==> config.mk <==
export PLATFORM = sky130hd
export DESIGN_NAME = vco_afc_ctrl
export DESIGN_NICKNAME = d
export VERILOG_FILES = /design/src/rtl/afc_pkg.sv /design/src/rtl/afc_win_counter.sv /design/src/rtl/vco_afc_ctrl.sv
export SDC_FILE = /design/constraint.sdc
export NUM_CORES = 1
export LEC_CHECK = 0
export CAP_MARGIN = 40
export CORE_MARGIN = 3
export CORE_UTILIZATION = 36
export DETAILED_ROUTE_END_ITERATION = 10
export PLACE_DENSITY = 0.56
export SLEW_MARGIN = 0
export SYNTH_ARGS = -nofsm -noshare
export SYNTH_HDL_FRONTEND = slang
export SYNTH_SLANG_ARGS = --single-unit
export TNS_END_PERCENT = 5
==> constraint.sdc <==
create_clock -name i_clk -period 1.95 [get_ports i_clk]
set_input_delay 0.39 -clock i_clk [delete_from_list [all_inputs] [get_ports i_clk]]
set_output_delay 0.39 -clock i_clk [all_outputs]
set_load 0.02 [all_outputs]
==> src/rtl/afc_pkg.sv <==
// rtl/afc_pkg.sv - shared state encoding and default widths for the VCO AFC sequencer
package afc_pkg;

   typedef enum logic [2:0] {
      IDLE    = 3'd0,
      SETTLE  = 3'd1,
      MEASURE = 3'd2,
      DECIDE  = 3'd3,
      DONE    = 3'd4
   } afc_state_e;

   localparam int CFS_W_DEF = 6;
   localparam int CNT_W_DEF = 16;

endpackage

==> src/rtl/afc_win_counter.sv <==
// rtl/afc_win_counter.sv - settle/window timer plus saturating divided-VCO tick counter
module afc_win_counter #(
   parameter int CNT_W      = 16,
   parameter int WIN_CYC    = 256,
   parameter int SETTLE_CYC = 64
) (
   input  logic             i_clk,
   input  logic             i_rst_n,
   input  logic             i_clear,
   input  logic             i_run,
   input  logic             i_count_en,
   input  logic             i_div_tick,
   output logic [CNT_W-1:0] o_count,
   output logic             o_settled,
   output logic             o_expired
);

   // One timer spans settle and window back to back, so a single clear per trial suffices.
   localparam int TW = $clog2(SETTLE_CYC + WIN_CYC + 1);
   localparam logic [TW-1:0] SETTLE_LAST = TW'(SETTLE_CYC - 1);
   localparam logic [TW-1:0] WIN_LAST    = TW'(SETTLE_CYC + WIN_CYC - 1);
   localparam logic [CNT_W-1:0] CNT_MAX  = '1;

   logic [TW-1:0]    r_timer;
   logic [CNT_W-1:0] r_count;

   // Timer advances while running; clear restarts it at the start of each trial.
   always_ff @(posedge i_clk or negedge i_rst_n) begin
      if (!i_rst_n) begin
         r_timer <= '0;
      end else if (i_clear) begin
         r_timer <= '0;
      end else if (i_run) begin
         r_timer <= r_timer + 1'b1;
      end
   end

   // Tick counter saturates at all-ones instead of wrapping.
   always_ff @(posedge i_clk or negedge i_rst_n) begin
      if (!i_rst_n) begin
         r_count <= '0;
      end else if (i_clear) begin
         r_count <= '0;
      end else if (i_count_en && i_div_tick && (r_count != CNT_MAX)) begin
         r_count <= r_count + 1'b1;
      end
   end

   assign o_count   = r_count;
   assign o_settled = (r_timer == SETTLE_LAST);
   assign o_expired = (r_timer == WIN_LAST);

endmodule

==> src/rtl/vco_afc_ctrl.sv <==
// rtl/vco_afc_ctrl.sv - VCO coarse band binary-search calibration FSM; optional AFC_TRACK_EN tracking
module vco_afc_ctrl
   import afc_pkg::*;
#(
   parameter int CFS_W      = CFS_W_DEF,
   parameter int CNT_W      = CNT_W_DEF,
   parameter int WIN_CYC    = 256,
   parameter int SETTLE_CYC = 64,
   parameter int TOL        = 2
) (
   input  logic             i_clk,
   input  logic             i_rst_n,
   input  logic             i_start,
   input  logic [CNT_W-1:0] i_target_cnt,
   input  logic             i_div_tick,
   output logic [CFS_W-1:0] o_cfs,
   output logic             o_vctrl_hold,
   output logic             o_busy,
   output logic             o_done,
   output logic [CNT_W-1:0] o_cnt_last
);

   localparam int IW = (CFS_W > 1) ? $clog2(CFS_W) : 1;
   localparam logic [CFS_W-1:0] CFS_MID = CFS_W'(1) << (CFS_W - 1);
   localparam logic [IW-1:0]    IDX_TOP = IW'(CFS_W - 1);

   afc_state_e       r_state, w_state_nxt;
   logic [CFS_W-1:0] r_cfs, w_cfs_nxt;
   logic [IW-1:0]    r_idx, w_idx_nxt;
   logic             r_busy, w_busy_nxt;
   logic             r_hold, w_hold_nxt;
   logic             r_done, w_done_nxt;
   logic [CNT_W-1:0] r_cnt_last, w_cnt_last_nxt;
   logic             w_clear, w_run, w_count_en, w_start_ok;
   logic [CNT_W-1:0] w_count;
   logic             w_settled, w_expired;
`ifdef AFC_TRACK_EN
   logic             r_track, w_track_nxt;
   logic [CNT_W:0]   w_cnt_ext, w_tgt_ext, w_tol_ext;
`endif

   afc_win_counter #(
      .CNT_W      (CNT_W),
      .WIN_CYC    (WIN_CYC),
      .SETTLE_CYC (SETTLE_CYC)
   ) u_win_counter (
      .i_clk      (i_clk),
      .i_rst_n    (i_rst_n),
      .i_clear    (w_clear),
      .i_run      (w_run),
      .i_count_en (w_count_en),
      .i_div_tick (i_div_tick),
      .o_count    (w_count),
      .o_settled  (w_settled),
      .o_expired  (w_expired)
   );

`ifdef AFC_TRACK_EN
   assign w_cnt_ext = {1'b0, w_count};
   assign w_tgt_ext = {1'b0, i_target_cnt};
   assign w_tol_ext = (CNT_W+1)'(TOL);
`endif

   // State and search registers; reset abandons any calibration in progress.
   always_ff @(posedge i_clk or negedge i_rst_n) begin
      if (!i_rst_n) begin
         r_state    <= IDLE;
         r_cfs      <= CFS_MID;
         r_idx      <= IDX_TOP;
         r_busy     <= 1'b0;
         r_hold     <= 1'b0;
         r_done     <= 1'b0;
         r_cnt_last <= '0;
`ifdef AFC_TRACK_EN
         r_track    <= 1'b0;
`endif
      end else begin
         r_state    <= w_state_nxt;
         r_cfs      <= w_cfs_nxt;
         r_idx      <= w_idx_nxt;
         r_busy     <= w_busy_nxt;
         r_hold     <= w_hold_nxt;
         r_done     <= w_done_nxt;
         r_cnt_last <= w_cnt_last_nxt;
`ifdef AFC_TRACK_EN
         r_track    <= w_track_nxt;
`endif
      end
   end

   // Next-state, search decisions and timer control.
   always_comb begin
      w_state_nxt    = r_state;
      w_cfs_nxt      = r_cfs;
      w_idx_nxt      = r_idx;
      w_busy_nxt     = r_busy;
      w_hold_nxt     = r_hold;
      w_done_nxt     = r_done;
      w_cnt_last_nxt = r_cnt_last;
      w_clear        = 1'b0;
      w_run          = 1'b0;
      w_count_en     = 1'b0;
      w_start_ok     = i_start && ((r_state == IDLE) || (r_state == DONE));
`ifdef AFC_TRACK_EN
      w_track_nxt    = r_track;
      // While tracking, the block is not busy and a start restarts the search.
      if (i_start && r_track) begin
         w_start_ok = 1'b1;
      end
`endif

      case (r_state)
         SETTLE: begin
            w_run = 1'b1;
            if (w_settled) begin
               w_state_nxt = MEASURE;
            end
         end
         MEASURE: begin
            w_run      = 1'b1;
            w_count_en = 1'b1;
            if (w_expired) begin
               w_state_nxt = DECIDE;
            end
         end
         DECIDE: begin
            w_cnt_last_nxt = w_count;
`ifdef AFC_TRACK_EN
            if (r_track) begin
               if (w_cnt_ext > (w_tgt_ext + w_tol_ext)) begin
                  if (r_cfs != '0) begin
                     w_cfs_nxt = r_cfs - 1'b1;
                  end
               end else if ((w_cnt_ext + w_tol_ext) < w_tgt_ext) begin
                  if (r_cfs != '1) begin
                     w_cfs_nxt = r_cfs + 1'b1;
                  end
               end
               w_state_nxt = SETTLE;
               w_clear     = 1'b1;
            end else begin
`endif
            // Too fast: this band bit overshoots, drop it.
            if (w_count > i_target_cnt) begin
               w_cfs_nxt[r_idx] = 1'b0;
            end
            if (r_idx != '0) begin
               w_cfs_nxt[r_idx - 1'b1] = 1'b1;
               w_idx_nxt   = r_idx - 1'b1;
               w_state_nxt = SETTLE;
               w_clear     = 1'b1;
            end else begin
               w_busy_nxt  = 1'b0;
               w_hold_nxt  = 1'b0;
               w_done_nxt  = 1'b1;
`ifdef AFC_TRACK_EN
               w_state_nxt = SETTLE;
               w_track_nxt = 1'b1;
               w_clear     = 1'b1;
`else
               w_state_nxt = DONE;
`endif
            end
`ifdef AFC_TRACK_EN
            end
`endif
         end
         default: begin
         end
      endcase

      if (w_start_ok) begin
         w_state_nxt = SETTLE;
         w_idx_nxt   = IDX_TOP;
         w_cfs_nxt   = CFS_MID;
         w_busy_nxt  = 1'b1;
         w_hold_nxt  = 1'b1;
         w_done_nxt  = 1'b0;
         w_clear     = 1'b1;
         w_run       = 1'b0;
         w_count_en  = 1'b0;
`ifdef AFC_TRACK_EN
         w_track_nxt = 1'b0;
`endif
      end
   end

   assign o_cfs        = r_cfs;
   assign o_vctrl_hold = r_hold;
   assign o_busy       = r_busy;
   assign o_done       = r_done;
   assign o_cnt_last   = r_cnt_last;

endmodule

==> results.json, run 1 <==
{
  "cp.arrival_ps": 2180,
  "path_cells": "ha_4, nand4_1, nor4_4, o21ai_4, a311oi_2, o22ai_1",
  "utilization": 0.5068,
  "yosysSeqAreaShare": 0.4464,
  "cp.required_ps": 2140,
  "leakage_nw": 2.004,
  "violations": "negative setup slack",
  "dp_hpwl_um": 5362,
  "grtUsageMet2": 0.2569,
  "powerDensity_nw_per_um2": 474.3,
  "htree_levels": 2,
  "drive_gt1_frac": 0.1930,
  "avgSynthCellArea_sq_um": 8.884,
  "rows": 33,
  "grt_util_all_layers": 0.1568,
  "rsz0062_at_grt": "yes",
  "worstSkewPairLatency_ps": 310,
  "design_power_total_mw": 1.985,
  "yosysTopAreaCellShare": 0.4209,
  "diodes": 0,
  "cp-start-kind": "flop",
  "num_io_pins": 45,
  "dp.cells": 526,
  "synth-edff-count": 0,
  "maxSlewHeadroom": 0.6102,
  "synth_nets": 388,
  "grt_pass1_wl_um": 12420,
  "dieHeight_um": 98.67,
  "grt_max_degree": 56,
  "clock_path_buffers": 2,
  "syn_to_final_growth_pct": 35.37,
  "initial_core_util": 0.3744,
  "end_kind": "flop",
  "reg2reg_slack_ps": -40,
  "cts_tree": "built",
  "async_flop_share": 1.000,
  "first_pass_iters": 4,
  "cp_num_buf_inv": 0,
  "cts_inserted_buffers": 5,
  "postLayoutCellArea_sq_um": 4185,
  "clkTransAtPathRegs_ps": 100,
  "synth.distinct_cells": 48,
  "use_met3": 0.02902,
  "synth_seq_cells": 55,
  "finClkSkew_ps": 9.177,
  "yosys.area.top_type": "dfrtp_1",
  "dieArea_sq_um": 9736,
  "cts.sinks": 55,
  "hp-class": "input pin to asynchronous set/reset pin",
  "fin_crit_ps": 1988,
  "worst_pin_slew_ps": 584.7,
  "fin_cells": 535,
  "fin_tns_setup_ps": -108.5,
  "drc_errors": 0,
  "fin_nets": 469,
  "vias": 2675,
  "viasPerCell": 5.000,
  "slew_violations": 0,
  "maxCapViolations": 0,
  "antenna_found_initial": 0,
  "path_class": "flop to flop",
  "grt_pass1_vias": 2550,
  "synth.cell_area_sq_um": 3092,
  "yosys_warnings": 0,
  "overflow": 0,
  "worstPathMaxFanout": 3,
  "setup_ws_ps": -38.10,
  "setup_viol": 5,
  "ant_nets": 0,
  "status": "complete, but fails checks",
  "gp_congestion": 0.8020,
  "drt-total-wl_um": 7393,
  "grt-busiest-layer": "met2",
  "wl_per_cell_um": 13.82,
  "drtIter0Drc": 80,
  "fmax_mhz": 503.0,
  "clockRootBuffer": "clkbuf_8",
  "critPathMaxStageDelay_ps": 430,
  "die_w_um": 98.67,
  "grt_use_met1": 0.2122,
  "hold_violations": 0,
  "irDropWorstVdd_mv": 0.2500,
  "postPlaceCellArea_sq_um": 3931,
  "ys_top_cells_by_area": "dfrtp_1 (42%), nand2_1 (9.5%), ha_1 (8.1%)",
  "syn_inst": 348,
  "coreArea_sq_um": 8258,
  "critPathTopFamily": "simple AND/OR/NAND/NOR gates",
  "final.period_utilization": 1.020,
  "port_buffers": 44,
  "synth_flop_cell": "dfrtp_1",
  "critPathSlowestCell": "dfrtp_1"
}
[synthesized netlist by cell type, types with 2 or more instances]
cell type  number
inv_1          22
a21o_1          3
a311oi_1        5
a211oi_1        2
ha_1           20
nor2_1         34
nor3_1          2
nor2b_1         2
buf_2           6
dfstp_2         3
o2111ai_1       2
nand2_1        78
o22ai_1         3
nand3_1         7
o21ai_1         5
xor2_1          8
or3b_1          2
clkbuf_1        3
o21ai_0        12
a21oi_1        17
mux2i_1         6
and3_1          4
nand3b_1        2
nand2b_1        6
xnor2_1         8
nand4_1        13
dfrtp_1        52
[flip-flops by register name (all words and copies together) (netlist names)]
name                   flops
o_done                     1
o_cnt_last                16
r_state                    3
u_win_counter.o_count     16
o_vctrl_hold               1
r_idx                      3
u_win_counter.r_timer      9
o_cfs                      6
[path summary, 6_finish.rpt]
| kind | startpoint | end | cells after the start |
|---|---|---|---|
| worst max-delay path | u_win_counter.o_count[10]$_DFFE_PN0P_ | o_cfs[4]$_DFFE_PN0P_ | 6 |
| worst min-delay path | i_rst_n | o_cnt_last[2]$_DFFE_PN0N_ | 2 |
| worst max register to register | u_win_counter.o_count[10]$_DFFE_PN0P_ | o_cfs[4]$_DFFE_PN0P_ | 6 |
| worst min register to register | o_cnt_last[3]$_DFFE_PN0N_ | o_cnt_last[3]$_DFFE_PN0N_ | 2 |
| max in group asynchronous | i_rst_n | r_idx[0]$_DFFE_PN1P_ | 2 |
| min in group i_clk | o_cnt_last[3]$_DFFE_PN0N_ | o_cnt_last[3]$_DFFE_PN0N_ | 2 |
[what timing repair did]
| action | CTS | global route |
|---|---|---|
| resized for setup | 40 | 0 |
| hold buffers | 0 | 0 |
| pin swaps | 20 | 3 |
| buffers inserted | 2 | 0 |
| endpoints found under the setup margin | 6 | 6 |
[layout make-up]
| class | instances | area (sq um) |
|---|---|---|
| clock inverter | 1 | 7.507 |
| multi-input combinational | 260 | 1728 |
| timing repair buffer | 85 | 759.5 |
| tap | 105 | 131.4 |
| fill | 788 | 4073 |
| clock buffer | 7 | 96.34 |
| sequential | 55 | 1380 |
| inverter | 22 | 82.58 |
[through the flow]
step,hold slack (ps),setup slack (ps)
global placement,415.9,-604.7
finish,58.88,-38.10
CTS,70.02,-22.40
global route,77.89,-151.2
detailed placement,415.8,-719.5
floorplan,94.41,62.82
[layout by cell type (no fill, tap or decap), types with 7 or more instances in the layout]
| cell | count |
|---|---|
| nand2_1 | 76 |
| dfrtp_1 | 52 |
| buf_4 | 38 |
| nor2_1 | 33 |
| clkdlybuf4s50_1 | 33 |
| inv_1 | 16 |
| a21oi_1 | 16 |
| ha_1 | 14 |
| nand4_1 | 13 |
| o21ai_0 | 10 |
| dlygate4sd2_1 | 10 |
| xnor2_1 | 8 |
| xor2_1 | 8 |
| nand3_1 | 7 |
| clkbuf_8 | 7 |
[logic make-up (layout without fill, tap and decap cells)]
logic type,after synthesis,after routing,share of synthesized area
mux,6,6,0.01943
flops,55,55,0.4464
simple gates,162,162,0.2509
buf+inv,33,115,0.04371
compound gates,56,56,0.1133
fa+ha+maj,20,20,0.08094
xor+xnor,16,16,0.04533
[power by group]
group | switching (mW) | internal (mW) | leakage (nW) | total, mW
Sequential | 0.00334 | 1.15 | 0.720 | 1.15
Combinational | 0.0651 | 0.0598 | 1.23 | 0.125
Clock | 0.387 | 0.324 | 0.0505 | 0.712
Total | 0.456 | 1.53 | 2.00 | 1.99
[routing by layer]
layer  part of all wire  wire length, um
met5                  0                0
met3              0.040              294
met1               0.49             3591
met2               0.46             3403
met4              0.014              104
[worst register-to-register path, stage by stage, from the launching register on]
cell      delay, ps
dfrtp_1         430
ha_4            280
nand4_1         200
nor4_4          400
o21ai_4         130
a311oi_2        320
o22ai_1         110
Note: power is estimated with default switching activity, not from simulation.
==> run 2, diff against run 1 <==
Settings changed: HOLD_SLACK_MARGIN from default to 0.12.
==> run 2 against run 1 <==
  * Register-to-register slack about the same
  * Count of clock-buffer cells in the layout did not move
  * Maximum frequency fell by 0.37%
  * Wire length grew 0.19%
  * Non-clock buffer count increased by 1
  * The run still ends with negative setup slack left
  * Die area is the same
==> results.json, run 2 (same netlist as run 1, synthesis figures left out) <==
{
  "comb_power_share": 0.064,
  "layout_common_cells": "nand2_1 (76), dfrtp_1 (52), buf_4 (38)",
  "drc_errors": 0,
  "grt_util_all_layers": 0.1571,
  "num_io_pins": 45,
  "violations": "negative setup slack",
  "hp-class": "flop to flop",
  "p_clk_frac": 0.358,
  "clock_path_buffers": 2,
  "p_int_mw": 1.530,
  "wl_per_cell_um": 13.82,
  "maxCapViolations": 0,
  "cts_tree": "built",
  "hold_end": "o_cnt_last[3]$_DFFE_PN0N_",
  "setup_viol": 6,
  "port_buffers": 44,
  "power_switching_share": 0.2297,
  "final.period_utilization": 1.023,
  "dp_hpwl_um": 5362,
  "gp_congestion": 0.8020,
  "drive_gt1_frac": 0.1926,
  "worstSkewPairLatency_ps": 310,
  "setup_ws_ps": -45.42,
  "diodes": 0,
  "p_switching_uw": 456.3,
  "worstPathMaxFanout": 3,
  "clockRootBuffer": "clkbuf_8",
  "postLayoutCellArea_sq_um": 4195,
  "dieHeight_um": 98.67,
  "min_from": "o_cnt_last[3]$_DFFE_PN0N_",
  "maxSlewHeadroom": 0.6103,
  "leakage_nw": 2.008,
  "postPlaceCellArea_sq_um": 3931,
  "cts_inserted_buffers": 5,
  "dieArea_sq_um": 9736,
  "end_kind": "flop",
  "die_w_um": 98.67,
  "ff2ff_path_depth": 6,
  "htree_levels": 2,
  "drtIter0Drc": 73,
  "design_power_total_mw": 1.987,
  "slew_violations": 0,
  "reg2reg_slack_ps": -50,
  "min_path_cells": 2,
  "rsz0062_at_grt": "yes",
  "power_frac_seq": 0.578,
  "hold_violations": 0,
  "powerDensity_nw_per_um2": 473.6,
  "antenna_found_initial": 0,
  "overflow": 0,
  "syn_to_final_growth_pct": 35.69,
  "coreArea_sq_um": 8258,
  "vias": 2672,
  "layout_commonest_cell": "nand2_1",
  "grt_pass1_wl_um": 12450,
  "fin_nets": 470,
  "r2r_start": "u_win_counter.o_count[10]$_DFFE_PN0P_",
  "status": "complete, but fails checks",
  "rows": 33,
  "drt-total-wl_um": 7407,
  "finClkSkew_ps": 9.758,
  "first_pass_iters": 4,
  "ant_nets": 0,
  "clkTransAtPathRegs_ps": 100,
  "cp-start-kind": "flop",
  "worst_pin_slew_ps": 584.4,
  "grt_pass1_vias": 2558,
  "worstReg2RegEnd": "o_cfs[4]$_DFFE_PN0P_",
  "grt_max_degree": 56,
  "initial_core_util": 0.3744,
  "cp.required_ps": 2140,
  "fmax_mhz": 501.1,
  "path_class": "flop to flop",
  "irDropWorstVdd_mv": 0.2512,
  "cts.sinks": 55,
  "fin_crit_ps": 1995,
  "viasPerCell": 4.985,
  "cp.arrival_ps": 2180
}
==> run 2: critical path, cell delays in order, from the launching register on <==
cell      delay (ps)
dfrtp_1          430
ha_4             280
nand4_1          210
nor4_4           400
o21ai_4          130
a311oi_2         320
o22ai_1          110
==> run 2: area by class of cell <==
type | count | area, sq um
fill | 787 | 4063
multi-input combinational | 260 | 1728
sequential | 55 | 1380
timing repair buffer | 86 | 769.5
tap | 105 | 131.4
clock buffer | 7 | 96.34
inverter | 22 | 82.58
clock inverter | 1 | 7.507
==> run 2: power groups by stage <==
stage                     Combinational, mW  Clock (mW)  Sequential (mW)
final                                 0.127       0.712             1.15
after floorplan                      0.0301           0             1.17
after CTS                             0.128       0.724             1.15
after detailed placement              0.120           0             1.17
after global routing                  0.142       0.775             1.15
after global placement                0.119           0             1.17
==> run 2: worst max path at each step <==
stage	startpoint	to	slack [ps]	cells past startpoint
final	u_win_counter.o_count[10]$_DFFE_PN0P_	o_cfs[4]$_DFFE_PN0P_	-50	6
after CTS	u_win_counter.o_count[10]$_DFFE_PN0P_	o_cfs[2]$_DFFE_PN0P_	-20	6
after global routing	u_win_counter.o_count[10]$_DFFE_PN0P_	o_cfs[2]$_DFFE_PN0P_	-150	6
after global placement	i_target_cnt[15]	o_cfs[3]$_DFFE_PN0P_	-600	9
after detailed placement	i_target_cnt[14]	o_cfs[4]$_DFFE_PN0P_	-720	9
after floorplan	i_target_cnt[15]	o_cfs[0]$_DFFE_PN0P_	60	7
==> run 2: metrics by stage <==
stage | setup TNS, ps | util | instances | worst slack (ps) | hold slack [ps]
2_1_floorplan | 0 | - | 348 | 62.82 | 94.41
5_1_grt | -697.5 | 0.5080 | 536 | -151.2 | 511.8
3_5_place_dp | -4085 | 0.4761 | 526 | -719.5 | 415.8
3_3_place_gp | -3508 | 0.4761 | 526 | -604.7 | 415.9
6_report | -129.0 | 0.5080 | 536 | -45.42 | 481.2
4_1_cts | -43.64 | 0.5080 | 536 | -22.40 | 488.1
==> run 2: routing by layer <==
layer / wire [um] / share of wire / global-route usage / vias up
met4: 101 / 0.014 / 0.04622 / 0
li1: - / - / - / 1354
met5: 0 / 0 / 0 / -
met2: 3440 / 0.46 / 0.2579 / 43
met3: 235 / 0.032 / 0.02831 / 10
met1: 3629 / 0.49 / 0.2126 / 1265
==> run 2: repair_timing <==
item / 4_1_cts / 5_1_grt
hold buffers: 1 / 0
pin swaps: 20 / 3
endpoints found under the setup margin: 6 / 6
endpoints found under the hold margin: 52 / 0
gates resized for setup: 40 / 0
buffers inserted: 2 / 0
==> run 3, diff against run 2 <==
Settings changed: CTS_CLUSTER_SIZE from default to 12, SKIP_LAST_GASP from default to 1.
==> run 3 against run 2 <==
  * Worst setup slack worse by 13 ps
  * Critical path depth unchanged
  * Sequential share of layout area is the same
  * Die area stayed put
  * Final area unchanged
  * Sequential cell count stayed put
  * Wire length barely moved
  * First-iteration DRC count up 1.4%
  * The run still ends with negative setup slack left
  * Sequential power hardly changed
  * Global-route usage unchanged
  * Total power is essentially flat
  * Core utilization did not move
==> results.json, run 3 (same netlist as run 1, synthesis figures left out) <==
{
  "maxSlewHeadroom": 0.6114,
  "clockRootBuffer": "clkbuf_8",
  "leakage_nw": 2.008,
  "end_kind": "flop",
  "irDropWorstVdd_mv": 0.2511,
  "layout_common_cells": "nand2_1 (76), dfrtp_1 (52), buf_4 (38)",
  "antenna_found_initial": 0,
  "num_io_pins": 45,
  "path_cells": "ha_4, nand4_1, nor4_4, o21ai_4, a311oi_2, o22ai_1",
  "drt-total-wl_um": 7402,
  "setup_viol": 6,
  "hp-class": "flop to flop",
  "rsz0062_at_grt": "yes",
  "powerDensity_nw_per_um2": 473.4,
  "critPathTopFamily": "simple AND/OR/NAND/NOR gates",
  "wl_per_cell_um": 13.81,
  "comb_power_share": 0.064,
  "cts_tree": "built",
  "seq_area_sq_um": 1380,
  "coreArea_sq_um": 8258,
  "ant_nets": 0,
  "overflow": 0,
  "slew_violations": 0,
  "cts_inserted_buffers": 5,
  "vias": 2661,
  "p_clk_frac": 0.358,
  "setup_ws_ps": -58.55,
  "worstPathMaxFanout": 3,
  "power_frac_seq": 0.578,
  "cp.required_ps": 2140,
  "rows": 33,
  "design_power_total_mw": 1.986,
  "nFillCells": 787,
  "critPathMaxStageDelay_ps": 430,
  "initial_core_util": 0.3744,
  "finClkSkew_ps": 9.715,
  "die_w_um": 98.67,
  "fmax_mhz": 497.9,
  "port_buffers": 44,
  "dp_hpwl_um": 5362,
  "drive_gt1_frac": 0.1926,
  "htree_levels": 2,
  "cp_num_buf_inv": 0,
  "hold_violations": 0,
  "path_class": "flop to flop",
  "cp.arrival_ps": 2200,
  "syn_to_final_growth_pct": 35.69,
  "fin_crit_ps": 2009,
  "gp_congestion": 0.8020,
  "p_int_mw": 1.530,
  "dieHeight_um": 98.67,
  "cp-start-kind": "flop",
  "reg2reg_slack_ps": -60,
  "power_switching_share": 0.2294,
  "drtIter0Drc": 74,
  "diodes": 0,
  "clock_path_buffers": 2,
  "multi_input_area_sq_um": 1728,
  "viasPerCell": 4.965,
  "fin_nets": 470,
  "violations": "negative setup slack",
  "critPathSlowestCell": "dfrtp_1",
  "first_pass_iters": 4,
  "final.period_utilization": 1.030,
  "drc_errors": 0,
  "maxCapViolations": 0,
  "status": "complete, but fails checks",
  "cts.sinks": 55,
  "p_switching_uw": 455.6,
  "grt_pass1_wl_um": 12450,
  "clkTransAtPathRegs_ps": 100,
  "worst_pin_slew_ps": 582.8,
  "layout_commonest_cell": "nand2_1",
  "dieArea_sq_um": 9736,
  "fin_tns_setup_ps": -217.1,
  "grt_max_degree": 56,
  "worstSkewPairLatency_ps": 310,
  "grt_util_all_layers": 0.1571,
  "grt_pass1_vias": 2560
}
-- run 3: cell counts in the layout (fill, tap and decap cells not counted) --
No cell type changed its count.
-- run 3: through the flow --
step / std cells / util / worst slack [ps] / hold WS [ps] / cell area (sq um)
floorplan: 348 / - / 62.82 / 94.41 / 3092
finish: 536 / 0.5080 / -58.55 / 481.2 / 4195
detailed placement: 526 / 0.4761 / -719.5 / 415.8 / 3931
global route: 536 / 0.5080 / -172.9 / 511.8 / 4195
CTS: 536 / 0.5080 / -22.40 / 488.1 / 4195
global placement: 526 / 0.4761 / -604.7 / 415.9 / 3931
-- run 3: final cells by class --
class | instances | area share
repair buffers | 86 | 0.1834
well taps | 105 | 0.03132
clock inverters | 1 | 0.001789
inverters | 22 | 0.01968
multi-input cells | 260 | 0.4119
flip-flops and latches | 55 | 0.3290
clock buffers | 7 | 0.02296
-- run 3: worst reg2reg max path: stages, from the launching register on --
cell      delay, ps
dfrtp_1         430
ha_4            280
nand4_1         210
nor4_4          410
o21ai_4         130
a311oi_2        310
o22ai_1         130
-- run 3: worst paths after layout --
check                                                 end                                  start  cells past startpoint
worst max-delay path                 o_cfs[2]$_DFFE_PN0P_  u_win_counter.o_count[10]$_DFFE_PN0P_                      6
worst min-delay path            o_cnt_last[3]$_DFFE_PN0N_              o_cnt_last[3]$_DFFE_PN0N_                      2
worst max register to register       o_cfs[2]$_DFFE_PN0P_  u_win_counter.o_count[10]$_DFFE_PN0P_                      6
worst min register to register  o_cnt_last[3]$_DFFE_PN0N_              o_cnt_last[3]$_DFFE_PN0N_                      2
max in group asynchronous            r_idx[0]$_DFFE_PN1P_                                i_rst_n                      3
min in group asynchronous       o_cnt_last[2]$_DFFE_PN0N_                                i_rst_n                      3
-- run 3: timing repair --
item | CTS | global route
buffers inserted | 2 | 0
hold buffers | 1 | 0
setup endpoints to repair | 6 | 6
pin swaps | 20 | 0
hold endpoints to repair | 52 | 0
gates resized for setup | 40 | 0
-- run 3: layer usage --
layer | part of all wire | GRT usage
met5 | 0 | 0
met4 | 0.014 | 0.04622
met3 | 0.033 | 0.02831
met2 | 0.46 | 0.2579
met1 | 0.49 | 0.2126
-- run 3: power by group through the flow --
stage	Sequential [mW]	Combinational, mW	Clock, mW
global route	1.15	0.142	0.775
finish	1.15	0.126	0.711
global placement	1.17	0.119	0
CTS	1.15	0.128	0.724
floorplan	1.17	0.0301	0
detailed placement	1.17	0.120	0
==> edit, RTL diff (config.mk and constraints of run 3) <==
Put one more register stage on the output `o_cnt_last`. The value now appears one clock later. The other outputs are not delayed to match.
--- a/src/rtl/vco_afc_ctrl.sv
+++ b/src/rtl/vco_afc_ctrl.sv
@@ -190,5 +190,7 @@
    assign o_busy       = r_busy;
    assign o_done       = r_done;
-   assign o_cnt_last   = r_cnt_last;
+   always_ff @(posedge i_clk) begin
+      o_cnt_last <= r_cnt_last;
+   end
 
 endmodule
Behaviour: same outputs for any inputs over 10 cycles, from zero or initial values and one cycle with i_rst_n low; that may be too few to reach the edited logic, so the function may still have changed.
==> edit against run 3 <==
  * The flow still finishes with violations (negative setup slack)
  * Count of clock-buffer cells in the layout up 6
  * Largest cell class is now registers
  * Setup slack worse by 0.078 ns
  * Global-route usage down 0.060 points
  * Combinational power down 3%
  * Total power up 41%
  * Final area up 6.7%
  * Area after synthesis up 7.9%
  * Routed wire length up 0.84%
  * Sequential cell count up 16
==> edit: results <==
metrics = {
    "setup_path": {
        "cp_slowest_cell": "or4_4",
        "critPathArrivalTime_ns": 2.35,
        "max_stage_delay_ns": 0.56,
    },
    "routing": {
        "wire_per_inst_um": 14.1,
        "drtIter0Drc": 63,
        "met3_wirelength_um": 290,
        "drt-met1-wl_um": 3490,
    },
    "sta": {
        "worst_slack_ns": -0.136,
        "worst_pin_slew_ns": 0.505,
        "skew_ns": 0.0123,
        "final-setup-viol-count": 6,
    },
    "clock_tree": {
        "path_clk_slew_ns": 0.08,
        "htree_levels": 3,
        "cts_buffers": 9,
    },
    "global_routing": {
        "grt_first_pass_wirelength_um": 12600,
        "use_met1": 0.201,
    },
    "synth": {
        "yosys-top-cells-count": "66 x nand2_1, 52 x dfrtp_1, 33 x nor2_1",
        "synth_nets": 378,
        "netlist_top_cells_area": "dfrtp_1 39%, dfxtp_1 9.6%, ha_1 7.5%",
    },
    "power": {
        "power_density_nw_per_um2": 626,
        "p_clk_mw": 1.21,
        "p_seq_mw": 1.47,
        "ir_drop_uv": 368,
    },
    "run_status": {
        "violations": "negative setup slack",
        "status": "finished, violations left",
    },
    "placed_design": {
        "dpl_cell_area_um2": 4080,
        "gp_congestion": 0.803,
    },
    "final_layout": {
        "drive_gt1_frac": 0.204,
    },
}
[edit: stage by stage]
stage	std cells	worst slack, ns
after global routing	530	-0.169
after floorplan	338	0.000248
final	530	-0.136
after CTS	527	-0.111
after detailed placement	508	-0.651
after global placement	508	-0.572
[edit: cells by family (layout without fill, tap and decap cells)]
| logic type | count (synthesis) | after routing | synth area share |
|---|---|---|---|
| fa+ha+maj | 20 | 20 | 0.0750 |
| compound gates | 36 | 36 | 0.0784 |
| flops | 71 | 71 | 0.510 |
| xor+xnor | 24 | 24 | 0.0630 |
| buf+inv | 32 | 116 | 0.0409 |
| simple gates | 151 | 151 | 0.220 |
| mux | 4 | 4 | 0.0124 |
[edit: final timing paths]
check	start	end	slack [ns]	depth (start not counted)
hold / removal	r_cnt_last[3]	o_cnt_last[3]	0.36	0
setup / recovery	i_target_cnt[5]	o_cfs[0]	-0.14	9
hold reg to reg	r_cnt_last[3]	o_cnt_last[3]	0.36	0
max in group asynchronous	i_rst_n	o_cfs[5]	0.77	3
min in group asynchronous	i_rst_n	r_cnt_last[14]	0.54	2
setup reg to reg	u_win_counter.o_count[10]	o_cfs[0]	-0.10	7
[edit: cell type report]
| class | count | area, µm² | area share |
|---|---|---|---|
| flip-flops and latches | 71 | 1700 | 0.380 |
| multi-input cells | 235 | 1640 | 0.367 |
| repair buffers | 77 | 708 | 0.158 |
| clock buffers | 13 | 159 | 0.0355 |
| well taps | 108 | 135 | 0.0302 |
| inverters | 23 | 86.3 | 0.0193 |
| clock inverters | 3 | 42.5 | 0.00951 |
[edit: worst reg2reg max path: stages, from the launching register on]
cell and delay [ns]:
dfrtp_1 0.40, ha_1 0.30, nand4_1 0.16, nor3_2 0.08, a21boi_2 0.16, or4_4 0.56, and4_1 0.21, o22ai_1 0.12
